## src/rtl/ps2_host_tx.sv

```systemverilog
// PS/2 host-to-device byte transmitter: clock inhibit, request-to-send, 11-clock frame, ACK check.
// Define PS2_TX_TIMEOUT_EN to compile in a transaction timeout that ends a stalled transfer with err=1.
module ps2_host_tx #(
  parameter int INHIBIT_CYCLES = 5000,
  parameter int TIMEOUT_CYCLES = 750000
) (
  input  logic       qzt_clk,
  input  logic       rst_n,
  input  logic [7:0] data,
  input  logic       send,
  input  logic       ps2_clk_in,
  input  logic       ps2_data_in,
  output logic       ps2_clk_oe,
  output logic       ps2_data_oe,
  output logic       busy,
  output logic       done,
  output logic       err
);

  typedef enum logic [2:0] {
    IDLE, INHIBIT, REQ, SHIFT, ACK, WAIT_REL, FIN
  } state_t;

  localparam int INH_W = (INHIBIT_CYCLES > 1) ? $clog2(INHIBIT_CYCLES) : 1;

  if (INHIBIT_CYCLES < 1 || TIMEOUT_CYCLES < 1) begin : g_param_check
    $error("ps2_host_tx: INHIBIT_CYCLES and TIMEOUT_CYCLES must be at least 1");
  end

  state_t           r_state, w_state_nxt;
  logic [INH_W-1:0] r_inh_cnt, w_inh_cnt_nxt;
  logic [3:0]       r_bit_cnt, w_bit_cnt_nxt;
  logic [8:0]       r_shift, w_shift_nxt;
  logic             r_err, w_err_nxt;
  logic             r_busy, w_busy_nxt;
  logic             r_done, w_done_nxt;
  logic             r_clk_oe, w_clk_oe_nxt;
  logic             r_data_oe, w_data_oe_nxt;

  logic [1:0]       r_clk_sync, r_data_sync;
  logic             r_clk_prev;
  logic             w_clk_fall, w_lines_idle, w_inh_last, w_inh_prelast;

`ifdef PS2_TX_TIMEOUT_EN
  localparam int TMO_W = (TIMEOUT_CYCLES > 1) ? $clog2(TIMEOUT_CYCLES) : 1;
  logic [TMO_W-1:0] r_tmo_cnt, w_tmo_cnt_nxt;
  logic             w_tmo_hit;
  assign w_tmo_hit = (r_tmo_cnt == TMO_W'(TIMEOUT_CYCLES - 1));
`endif

  // Two-flop synchronizers; a third flop on the clock line gives the previous level for edge detection.
  always_ff @(posedge qzt_clk or negedge rst_n) begin
    if (!rst_n) begin
      r_clk_sync  <= '0;
      r_data_sync <= '0;
      r_clk_prev  <= 1'b0;
    end else begin
      // NOTE: non-blocking assignments let every flop sample the pre-edge values, forming a true shift chain.
      r_clk_sync  <= {r_clk_sync[0], ps2_clk_in};
      r_data_sync <= {r_data_sync[0], ps2_data_in};
      r_clk_prev  <= r_clk_sync[1];
    end
  end

  assign w_clk_fall    = r_clk_prev & ~r_clk_sync[1];
  assign w_lines_idle  = r_clk_sync[1] & r_data_sync[1];
  assign w_inh_last    = (r_inh_cnt == INH_W'(INHIBIT_CYCLES - 1));
  assign w_inh_prelast = (INHIBIT_CYCLES > 1) && (r_inh_cnt == INH_W'(INHIBIT_CYCLES - 2));

  always_comb begin
    // NOTE: every signal written here gets a default first, so no path can infer a latch.
    w_state_nxt   = r_state;
    w_inh_cnt_nxt = r_inh_cnt;
    w_bit_cnt_nxt = r_bit_cnt;
    w_shift_nxt   = r_shift;
    w_err_nxt     = r_err;
    w_busy_nxt    = r_busy;
    w_done_nxt    = 1'b0;
    w_clk_oe_nxt  = r_clk_oe;
    w_data_oe_nxt = r_data_oe;
`ifdef PS2_TX_TIMEOUT_EN
    w_tmo_cnt_nxt = r_tmo_cnt;
`endif
    unique case (r_state)
      IDLE: begin
        if (send) begin
          w_shift_nxt   = {~^data, data};
          w_err_nxt     = 1'b0;
          w_busy_nxt    = 1'b1;
          w_inh_cnt_nxt = '0;
          w_bit_cnt_nxt = '0;
          w_clk_oe_nxt  = 1'b1;
          w_data_oe_nxt = (INHIBIT_CYCLES == 1);
          w_state_nxt   = INHIBIT;
        end
      end
      INHIBIT: begin
        if (w_inh_last) begin
          w_clk_oe_nxt  = 1'b0;
          w_data_oe_nxt = 1'b1;
          w_state_nxt   = REQ;
`ifdef PS2_TX_TIMEOUT_EN
          w_tmo_cnt_nxt = '0;
`endif
        end else begin
          w_inh_cnt_nxt = r_inh_cnt + 1'b1;
          w_data_oe_nxt = w_inh_prelast;
        end
      end
      REQ: begin
        if (w_clk_fall) begin
          w_data_oe_nxt = ~r_shift[0];
          w_shift_nxt   = {1'b1, r_shift[8:1]};
          w_bit_cnt_nxt = 4'd1;
          w_state_nxt   = SHIFT;
        end
      end
      SHIFT: begin
        // Ones shift in from the top, so the tenth edge drives the released stop bit.
        if (w_clk_fall) begin
          w_data_oe_nxt = ~r_shift[0];
          w_shift_nxt   = {1'b1, r_shift[8:1]};
          w_bit_cnt_nxt = r_bit_cnt + 1'b1;
          if (r_bit_cnt == 4'd9) w_state_nxt = ACK;
        end
      end
      ACK: begin
        if (w_clk_fall) begin
          w_err_nxt     = r_data_sync[1];
          w_bit_cnt_nxt = r_bit_cnt + 1'b1;
          w_state_nxt   = WAIT_REL;
        end
      end
      WAIT_REL: begin
        if (w_lines_idle) begin
          w_busy_nxt  = 1'b0;
          w_done_nxt  = 1'b1;
          w_state_nxt = FIN;
        end
      end
      FIN:     w_state_nxt = IDLE;
      default: w_state_nxt = IDLE;
    endcase
`ifdef PS2_TX_TIMEOUT_EN
    if (r_state inside {REQ, SHIFT, ACK, WAIT_REL}) begin
      w_tmo_cnt_nxt = r_tmo_cnt + 1'b1;
      if (w_tmo_hit) begin
        w_clk_oe_nxt  = 1'b0;
        w_data_oe_nxt = 1'b0;
        w_err_nxt     = 1'b1;
        w_busy_nxt    = 1'b0;
        w_done_nxt    = 1'b1;
        w_state_nxt   = FIN;
      end
    end
`endif
  end

  always_ff @(posedge qzt_clk or negedge rst_n) begin
    if (!rst_n) begin
      r_state   <= IDLE;
      r_inh_cnt <= '0;
      r_bit_cnt <= '0;
      r_shift   <= '0;
      r_err     <= 1'b0;
      r_busy    <= 1'b0;
      r_done    <= 1'b0;
      r_clk_oe  <= 1'b0;
      r_data_oe <= 1'b0;
`ifdef PS2_TX_TIMEOUT_EN
      r_tmo_cnt <= '0;
`endif
    end else begin
      r_state   <= w_state_nxt;
      r_inh_cnt <= w_inh_cnt_nxt;
      r_bit_cnt <= w_bit_cnt_nxt;
      r_shift   <= w_shift_nxt;
      r_err     <= w_err_nxt;
      r_busy    <= w_busy_nxt;
      r_done    <= w_done_nxt;
      r_clk_oe  <= w_clk_oe_nxt;
      r_data_oe <= w_data_oe_nxt;
`ifdef PS2_TX_TIMEOUT_EN
      r_tmo_cnt <= w_tmo_cnt_nxt;
`endif
    end
  end

  assign ps2_clk_oe  = r_clk_oe;
  assign ps2_data_oe = r_data_oe;
  assign busy        = r_busy;
  assign done        = r_done;
  assign err         = r_err;

endmodule

```

## config.mk

```make
export PLATFORM = sky130hd
export DESIGN_NAME = ps2_host_tx
export DESIGN_NICKNAME = d
export VERILOG_FILES = /design/src/rtl/ps2_host_tx.sv
export SDC_FILE = /design/constraint.sdc
export NUM_CORES = 1
export LEC_CHECK = 0
export ABC_AREA = 0
export CORE_MARGIN = 1
export CORE_UTILIZATION = 40
export CTS_BUF_LIST = sky130_fd_sc_hd__clkbuf_2 sky130_fd_sc_hd__clkbuf_4 sky130_fd_sc_hd__clkbuf_8
export CTS_CLUSTER_DIAMETER = 30
export DETAILED_ROUTE_END_ITERATION = 10
export PLACE_DENSITY = 0.66
export SETUP_SLACK_MARGIN = 0.1
export SLEW_MARGIN = 40
export SYNTH_ARGS = -nofsm -noshare
export SYNTH_HDL_FRONTEND = slang
export SYNTH_SLANG_ARGS = --single-unit
```

## constraint.sdc

```tcl
create_clock -name qzt_clk -period 5.2 [get_ports qzt_clk]
set_clock_uncertainty 0.05 [all_clocks]
set_input_delay 1.04 -clock qzt_clk [delete_from_list [all_inputs] [get_ports qzt_clk]]
set_output_delay 1.04 -clock qzt_clk [all_outputs]
set_load 0.1 [all_outputs]
```

**Yosys cells after proc, flatten, opt, wreduce, memory -nomap -nowiden**

Index checks and enable logic that the tools add are counted.

- Memories: 0
- Register bits after elaboration: 39
- Output and inout port bits: 5
- Input bits: 13
- Latch bits: 0
- Memory bits (writable): 0
- Word-level logic and storage cells: 85
- Bits in read-only memories: 0

- $add $sub $neg: 2
- Multiplexer cells: 31
- Magnitude comparators: 0
- Divide/modulo/power cells: 0
- Equality and inequality tests: 18
- Bitwise gates (word level): 4
- Reduce and logical (&&, ||, !) cells: 18
- Shifts and indexed selects: 0
- $mul: 0

Operators with widths:

| cell | count |
|---|---|
| equality test 13 bit, second input constant | 2 |
| 2-to-1 mux 13 bit | 2 |
| case mux 13 bit (2 select lines) | 1 |
| 2-to-1 mux 3 bit | 7 |
| 2-to-1 mux 9 bit | 2 |
| case mux 3 bit (6 select lines) | 1 |
| case mux 9 bit (2 select lines) | 1 |
| AND reduction 3 bit | 6 |
| != test 2 bit, second input constant | 8 |
| adder 13 x 1 -> 13 bit, second input constant | 1 |
| 2-to-1 mux 4 bit | 3 |
| case mux 4 bit (3 select lines) | 1 |
| 2-to-1 mux 1 bit | 9 |
| nonzero test 2 bit | 4 |
| XNOR reduction 8 bit | 1 |
| AND reduction 7 bit | 1 |
| equality test 3 x 2 -> 1 bit, second input constant | 2 |
| equality test 3 bit, second input constant | 2 |
| case mux 1 bit (2 select lines) | 3 |
| nonzero test 3 bit | 2 |
| adder 4 x 1 -> 4 bit, second input constant | 1 |
| equality test 4 bit, second input constant | 1 |
| != test 2 x 1 -> 1 bit, second input constant | 2 |
| AND reduction 4 bit | 1 |
| other kinds (6) | 9 |

**Depth between registers and ports, before layout**

Gate-level depths: netlist (run 1).

- Depth in word-level cells: 4
- Gate-level depth with buffers: 6

**Least setup slack after synthesis (run 1)**

OpenSTA, ideal clock, no wires.

- Kind: input-to-reg
- Start: in send
- End: reg r_bit_cnt[3]
- Required time: 5.024 ns
- Setup time: 0.126 ns
- Arrival: 1.946 ns
- Stages on the path: 4
- Path buffers: 0
- Path slack: 3.078 ns
- Path through: o21ba_2 > o32ai_4 > o41ai_2 > a221o_1

- Longest elaborated chain between the ends: 2

RTL lines:

| what | RTL line | source |
|---|---|---|
| start, declared | 10 | `input logic send,` |
| != test 2 bit (no line) | - |  |
| AND reduction 4 bit (no line) | - |  |
| end signal, assigned | 176 | `r_bit_cnt <= w_bit_cnt_nxt;` |
| end, declared | 32 | `logic [3:0] r_bit_cnt, w_bit_cnt_nxt;` |

No other way between the ends.
A chain may end at the register's enable or synchronous reset.

**Worst setup path in the final report (run 1)**

Same ends and word-level chain as after synthesis.

==> run summary, run 1 <==
The flow ran to the end, and the final reports show no timing, DRC or antenna violations. The detailed router placed 1805 vias in this run. Cell with the biggest individual delay on the critical path: sky130_fd_sc_hd__clkdlybuf4s50_1.

At the later pin of the worst-skew pair, clock insertion delay measures 0.29 ns. For the via count of the first global-routing pass, the log shows 1726. The path class of the tightest hold or removal check is flip-flop to flip-flop. Number of synthesized flops with an enable pin: 0.

The tools report the core outline area as 5470 sq um. For met3 alone, demand over resource in global routing was 4.17%. The area of the mapped netlist was 2260 sq um. The setup slack at placement is 2.44 ns, and the number of buffers and inverters on the critical path is 1. The number of gates resized after CTS came out at 0. The remaining global-route overflow is 0. The layout has 564 filler cells.

The number of antenna violations at the first check in global routing was 0. The tools report the placement row count as 27. The final count of hold timing violations was 0. Kind of critical path: input port to flip-flop. In this run the count of I/O pins placed on the die edge is 18. The share of flip-flops with an asynchronous set or reset after synthesis is 100%, and the count of input and output buffers is 17. The most used flip-flop cell after synthesis is sky130_fd_sc_hd__dfrtp_1.

The flip-flop and latch count after synthesis was 39. The final layout net count was 259; the count of final setup violators was 0. Global routing consumed, on the met2 layer, 28.3% of the routing resources. The signal on the critical path passes through clkdlybuf4s50_1, o21ba_2, o32ai_4, o22ai_1, a221o_1. The top cell types in the final layout, fill and taps aside, are 39 x sky130_fd_sc_hd__dfrtp_1, 17 x sky130_fd_sc_hd__nor2_1, 14 x sky130_fd_sc_hd__a21oi_1, 12 x sky130_fd_sc_hd__nand2_1. The congestion estimate from routability-driven global placement came to 0.797. The largest stage delay on the critical path is 0.48 ns, and the biggest fanout along the worst timing path is 10. The kind of cell with the highest combined delay along the critical path is compound AO/OA/AOI/OAI gates. The logs give 5960 sq um for the full die area and 0 for the count of nets left with antenna violations after detail routing. At the pin with the least slew margin, the transition time is 0.775 ns. The number of buffers created by CTS came out at 5.

The width of the die was 77.2 um. Summed over all cells, the static leakage comes to 1.10 nW. For this run, the register share of the synthesized area comes to 43.1%. The vertical die dimension is 77.2 um, and the critical path data required time is 5.33 ns.

TritonCTS built the clock tree. In this run, the number of DRC markers left after iteration 0 of detailed routing was 152. Global routing consumed, on the met1 layer, 25.8% of the routing resources.

For the final routed database, the setup TNS stands at 0 ns. The longest clock path from root to sink contains 2 buffers. Of the cells placed in the final design, the portion with a size suffix greater than 1 is 11.5%. Setup repair after global routing left no endpoint under its margin. The clock tree synthesis step divided the H-tree into 2 levels.

The synthesized design spends more area on one cell type than any other, namely sky130_fd_sc_hd__dfrtp_1. The root buffer cell was sky130_fd_sc_hd__clkbuf_8. The clock-pin slew on the worst setup and hold paths is 0.08 ns, and the via density per instance is 5.73. The busiest metal layer after global routing was met2. The worst setup path is captured at a flip-flop.

Dividing the detail-routed wire length by the instance count gives 15.3 um. The areal power density over the cells is 346 nW/um^2, and the count of synthesis-stage warnings from yosys is 0. VDD sags by at most 0.197 mV.

The area growth from synthesis to layout is 10.9%. Dividing the final minimum period by the clock period gives 47.3%. The number of library cell types mapped by synthesis was 56; the cell count after synthesis was 229. Entering global routing, the biggest net connects 40 pins. Leaving out fill and tap cells, the most frequent cell in the layout is sky130_fd_sc_hd__dfrtp_1. The relative max-transition margin came out at 47.8%. The logs give 0 for the number of antenna repair diodes and 0 for the count of unresolved DRC violations after routing. A synthesized cell averages 9.88 sq um.

The area used by sequential logic in the layout came out at 976 sq um. In this run the biggest area consumer among cell types represents 43.1% of the synthesized area. The max capacitance violation total was 0; the global-route total usage across every layer was 18.5%. Once the floorplan was initialized, standard cells occupied 41.4% of the core. The HPWL after detailed placement is 3300 um. Setup slack closes at 2.74 ns. TritonCTS sink count: 39.

Launching element type of the critical path: an input port. The number of setup buffers added after CTS is 0. The final layout contains routed wiring with a total length of 4830 um. The number of hold buffers added after cts was 0; the final-report max-slew violation count was 0. Number of nets in the synthesized netlist: 246. For the first-pass GRT wire length, the log shows 8690 um. Yosys attributes the largest share of cell area to sky130_fd_sc_hd__dfrtp_1 43%, sky130_fd_sc_hd__mux2i_1 3.5%, sky130_fd_sc_hd__a21oi_1 3.1%. Derived from the worst setup path, the maximum achievable clock frequency is 407 MHz.

Summing all multi-input logic gate instances after layout gives 1170 sq um. The data arrival at the endpoint of the critical path was 2.59 ns. The total iterations of the first detailed-routing run is 4, and the time the worst path needs with I/O delays and setup is 2.46 ns.
[Yosys cell counts (2+ instances only)]
| library cell | number |
|---|---|
| sky130_fd_sc_hd__o21ba_2 | 2 |
| sky130_fd_sc_hd__nor3_1 | 2 |
| sky130_fd_sc_hd__a21o_1 | 5 |
| sky130_fd_sc_hd__nand2b_1 | 5 |
| sky130_fd_sc_hd__ha_1 | 4 |
| sky130_fd_sc_hd__dfrtp_1 | 39 |
| sky130_fd_sc_hd__a22o_1 | 2 |
| sky130_fd_sc_hd__or3b_4 | 3 |
| sky130_fd_sc_hd__nor2_1 | 17 |
| sky130_fd_sc_hd__nand4_1 | 4 |
| sky130_fd_sc_hd__clkbuf_1 | 3 |
| sky130_fd_sc_hd__nor4b_2 | 2 |
| sky130_fd_sc_hd__and3_1 | 6 |
| sky130_fd_sc_hd__o21ai_1 | 2 |
| sky130_fd_sc_hd__mux2i_1 | 8 |
| sky130_fd_sc_hd__inv_1 | 10 |
| sky130_fd_sc_hd__a21oi_1 | 14 |
| sky130_fd_sc_hd__o22ai_1 | 4 |
| sky130_fd_sc_hd__a211o_1 | 2 |
| sky130_fd_sc_hd__nand3_1 | 8 |
| sky130_fd_sc_hd__or4_1 | 4 |
| sky130_fd_sc_hd__or3_1 | 2 |
| sky130_fd_sc_hd__nand2_1 | 12 |
| sky130_fd_sc_hd__nor4_1 | 5 |
| sky130_fd_sc_hd__o21ai_0 | 11 |
| sky130_fd_sc_hd__xor2_1 | 2 |
| sky130_fd_sc_hd__a211oi_1 | 2 |
| sky130_fd_sc_hd__buf_6 | 4 |
| sky130_fd_sc_hd__o31ai_1 | 2 |
| sky130_fd_sc_hd__buf_2 | 5 |
| sky130_fd_sc_hd__xnor2_1 | 7 |
| sky130_fd_sc_hd__a31oi_1 | 6 |
| sky130_fd_sc_hd__o211ai_1 | 2 |
[final timing paths]
kind,start,end,slack [ns],depth (start not counted)
setup / recovery,send,r_bit_cnt[3]$_DFFE_PN0P_,2.74,5
hold / removal,r_data_sync[0]$_DFF_PN0_,r_data_sync[1]$_DFF_PN0_,0.30,0
setup reg to reg,r_state[2]$_DFFE_PN0P_,r_state[0]$_DFFE_PN0P_,2.90,4
hold reg to reg,r_data_sync[0]$_DFF_PN0_,r_data_sync[1]$_DFF_PN0_,0.30,0
max in group asynchronous,rst_n,r_bit_cnt[2]$_DFFE_PN0P_,4.10,1
min in group asynchronous,rst_n,r_shift[2]$_DFFE_PN0P_,0.66,1
[kinds of logic after synthesis]
family          share of synthesized area [%]
simple gates                             19.3
mux                                      4.04
buf+inv                                  5.25
compound gates                           22.6
fa+ha+maj                                2.21
flops                                    43.1
xor+xnor                                 3.48
[per-layer routing]
metal | up-vias | wire length (um)
li1 | 881 | -
met1 | 877 | 2350
met2 | 42 | 2210
met3 | 5 | 208
met4 | 0 | 61
met5 | - | 0
[power by group]
part | internal (mW) | total, mW | switching [mW]
logic | 0.0998 | 0.215 | 0.115
clock network | 0.0933 | 0.207 | 0.114
registers | 0.374 | 0.448 | 0.0740
total | 0.567 | 0.870 | 0.303
[registers in the layout, summed over array words and instances, names as in the netlist, 2 cells and up]
name and count:
r_bit_cnt 4, r_shift 9, r_data_sync 2, r_clk_sync 2, r_state 3, r_inh_cnt 13
[metrics by stage]
stage | cell area [sq um] | util, % | instances | power (mW) | hold slack (ns)
floorplan | 2260 | - | 229 | 0.608 | 0.281
finish | 2510 | 45.9 | 315 | 0.870 | 0.302
global route | 2510 | 45.9 | 315 | 0.932 | 0.313
detailed placement | 2420 | 44.3 | 307 | 0.670 | 0.286
CTS | 2510 | 45.9 | 315 | 0.880 | 0.305
global placement | 2440 | 44.7 | 307 | 0.669 | 0.282
[cell type report]
type                       count  area share [%]
sequential                    39            38.9
clock inverter                 3           0.797
clock buffer                   5            2.74
timing repair buffer          18            5.98
tap                           72            3.59
multi-input combinational    168            46.5
inverter                      10            1.49
Power figures use the tool's default switching activity.
==> run 2, diff against run 1 <==
--- a/config.mk
+++ b/config.mk
@@ -11,7 +11,7 @@
 export CTS_BUF_LIST = sky130_fd_sc_hd__clkbuf_2 sky130_fd_sc_hd__clkbuf_4 sky130_fd_sc_hd__clkbuf_8
 export CTS_CLUSTER_DIAMETER = 30
 export DETAILED_ROUTE_END_ITERATION = 10
-export PLACE_DENSITY = 0.66
+export PLACE_DENSITY = 0.69
 export SETUP_SLACK_MARGIN = 0.1
 export SLEW_MARGIN = 40
 export SYNTH_ARGS = -nofsm -noshare
==> constraint.sdc (replaced) <==
create_clock -name qzt_clk -period 2.26 [get_ports qzt_clk]
set_clock_uncertainty 0.05 [all_clocks]
set_input_delay 0.452 -clock qzt_clk [delete_from_list [all_inputs] [get_ports qzt_clk]]
set_output_delay 0.452 -clock qzt_clk [all_outputs]
set_load 0.1 [all_outputs]
==> run summary, run 2 (synthesized netlist as in run 1, its figures left out) <==
Buffers inserted to repair hold after CTS numbered 0. The final critical path takes up 87.2% of the cycle. In this run the post-CTS setup repair buffer count came out at 0.

Clock-pin slew was measured on the worst setup and hold paths at 0.09 ns. TritonCTS built the clock tree. The detail route stage leaves a number of antenna-violating nets equal to 0. Time the worst path needs with I/O delays and setup: 1.97 ns.

For this run, the share of the core covered by cells in the final layout is 47.7%. Summed over all cells, the static leakage comes to 1.16 nW. The number of gates resized after CTS was 0; the area growth from synthesis to final layout was 15.3%.

STA classifies the critical path endpoint as a flip-flop. Dividing total power by cell area gives a power density of 828 nW/um^2. The flow ran to the end, and the final reports show no timing, DRC or antenna violations. The worst pin sits at a relative slew slack of 54.8%. Via count of the first global-routing pass: 1686. The top cell types in the final layout, fill and taps aside, are 39 x sky130_fd_sc_hd__dfrtp_1, 17 x sky130_fd_sc_hd__nor2_1, 14 x sky130_fd_sc_hd__a21oi_1, 14 x sky130_fd_sc_hd__buf_4, 12 x sky130_fd_sc_hd__nand2_1. The floorplan step set the die width to 77.2 um. Setup repair after global routing left no endpoint under its margin. Summing all multi-input logic gate instances after layout gives 1170 sq um.

The repair_antennas step left the layout with diodes totalling 0. Setup slack at placement: 0.116 ns. The register with the most flip-flops in the layout has 13 of them.

After layout, the worst setup slack is 0.288 ns. Power comes to 2.16 mW. The logs give 2.40 ns for the critical path data required time and 2610 sq um for the final non-filler cell area. The critical path goes through and3b_1, o32ai_4, o22ai_1, a221o_1.

The clock net in this run drives a total of 39 sinks. The post-route netlist has 14.3% of its cells at a drive strength greater than 1. The largest registers in the layout are r_inh_cnt: 13 flops, r_shift: 9 flops, r_bit_cnt: 4 flops.

Global routing used 18.0% of the available tracks across all layers. Count of unresolved DRC violations after routing: 0. The placement row count came out at 27.

The biggest fanout along the worst timing path was 21; the data arrival at the endpoint of the critical path was 2.12 ns. The via density per instance is 5.52, and the largest net degree at the start of global routing is 28. At the end of routability-driven placement, the weighted congestion stood at 0.825. The total iterations of the first detailed-routing run is 4, and the initial DRC count is 151. Vertical die dimension: 77.2 um.

The clock reaches the later pin of the worst-skew pair after 0.31 ns. Counting the fill cells in the layout gives 540. The cell class contributing the biggest share of worst-path delay was compound AO/OA/AOI/OAI gates. The longest clock path from root to sink contains 2 buffers. Pin placement for this block handled 18 I/O pins. IR analysis of the VDD net gives a maximum drop of 0.480 mV. After detailed routing, the total wire length is 4850 um.

The logs give 267 for the final layout net count and 976 sq um for the area used by sequential logic in the layout. The worst setup path is launched from a flip-flop. For the pin with the worst max-slew slack, the measured transition is 0.672 ns. Setup violations remaining at the end of the flow were counted as 0. The run gives 1784 as the vias after detailed routing.

Top register by number of flip-flops: r_inh_cnt. Static timing analysis puts the maximum clock frequency at 507 MHz. After detailed routing, the average wire length per cell comes to 15.0 um. The core region is 5470 sq um. The number of buffers and inverters on the critical path works out to 0. The run gives 0 as the final count of hold timing violations.

The count of input and output buffers came out at 17. Among all stages on the critical path, the largest delay is contributed by sky130_fd_sc_hd__dfrtp_1. The maximum level of the CTS H-tree was 2. Adding up every negative setup slack in the final design gives 0 ns.

The tools report the root buffer cell as sky130_fd_sc_hd__clkbuf_8. In this run the worst hold path is classified as input port to asynchronous set/reset pin. By startpoint and endpoint, the worst setup path is classified as flip-flop to flip-flop. The die covers 5960 sq um. The largest single stage delay on the critical path is 0.61 ns. Summed over all nets, the half-perimeter wirelength after detailed placement is 3410 um. The first-pass GRT wire length is 8270 um, and the number of buffers created by CTS is 5. For this run the aggregate overflow at the end of global routing stands at 0. Most common cell after layout, fill and taps aside: sky130_fd_sc_hd__dfrtp_1.

The final-report max-slew violation count is 0, and the placed standard-cell area is 2490 sq um. The initial utilization of the core area, before any placement, comes to 41.4%. The number of antenna violations at the first check in global routing was 0; the max capacitance violation total was 0.
## run 2: metal layers
metal  track usage [%]  part of all wire (%)  vias to the layer above
met1              24.3                    51                      858
met5                 0                     0                        -
li1                  -                     -                      891
met4              6.23                   1.3                        0
met2              27.1                    44                       30
met3              5.71                   3.9                        5
## run 2: worst register-to-register path, stage by stage, from the launching register on
cell and delay, ns:
sky130_fd_sc_hd__dfrtp_1 0.61, sky130_fd_sc_hd__and3b_1 0.34, sky130_fd_sc_hd__o32ai_4 0.46, sky130_fd_sc_hd__o22ai_1 0.12
sky130_fd_sc_hd__a221o_1 0.28
## run 2: worst paths after layout
kind                                          from                         to  slack [ns]  cells after the start
max in group asynchronous                    rst_n  r_inh_cnt[10]$_DFFE_PN0P_        1.52                      2
hold reg to reg            r_clk_sync[0]$_DFF_PN0_    r_clk_sync[1]$_DFF_PN0_        0.31                      0
setup / recovery            r_state[1]$_DFFE_PN0P_   r_bit_cnt[3]$_DFFE_PN0P_        0.29                      4
setup reg to reg            r_state[1]$_DFFE_PN0P_   r_bit_cnt[3]$_DFFE_PN0P_        0.29                      4
hold / removal                               rst_n   r_inh_cnt[0]$_DFFE_PN0P_         0.1                      1
min in group qzt_clk       r_clk_sync[0]$_DFF_PN0_    r_clk_sync[1]$_DFF_PN0_        0.31                      0
## run 2: report_power, final
part           total (mW)  leakage, nW  switching (mW)  internal, mW
clock               0.621       0.0587           0.286         0.335
combinational       0.506        0.628           0.268         0.238
sequential           1.03        0.477           0.173         0.860
## run 2: area by class of cell
| class | instances | area share, % |
|---|---|---|
| multi-input cells | 168 | 44.8 |
| flip-flops and latches | 39 | 37.4 |
| repair buffers | 26 | 8.44 |
| well taps | 72 | 3.45 |
| clock buffers | 5 | 2.64 |
| clock inverters | 3 | 1.82 |
| inverters | 10 | 1.44 |
## run 2: stage by stage
stage | std cells | hold WS, ns
global route | 323 | 0.124
finish | 323 | 0.0971
floorplan | 229 | 0.106
detailed placement | 315 | 0.289
global placement | 315 | 0.283
CTS | 323 | 0.120
==> run 3, diff against run 2 <==
--- a/config.mk
+++ b/config.mk
@@ -17,3 +17,4 @@
 export SYNTH_ARGS = -nofsm -noshare
 export SYNTH_HDL_FRONTEND = slang
 export SYNTH_SLANG_ARGS = --single-unit
+export TNS_END_PERCENT = 100
==> results of run 3 <==
Final layout, timing and power as in run 2 (identical DEF).
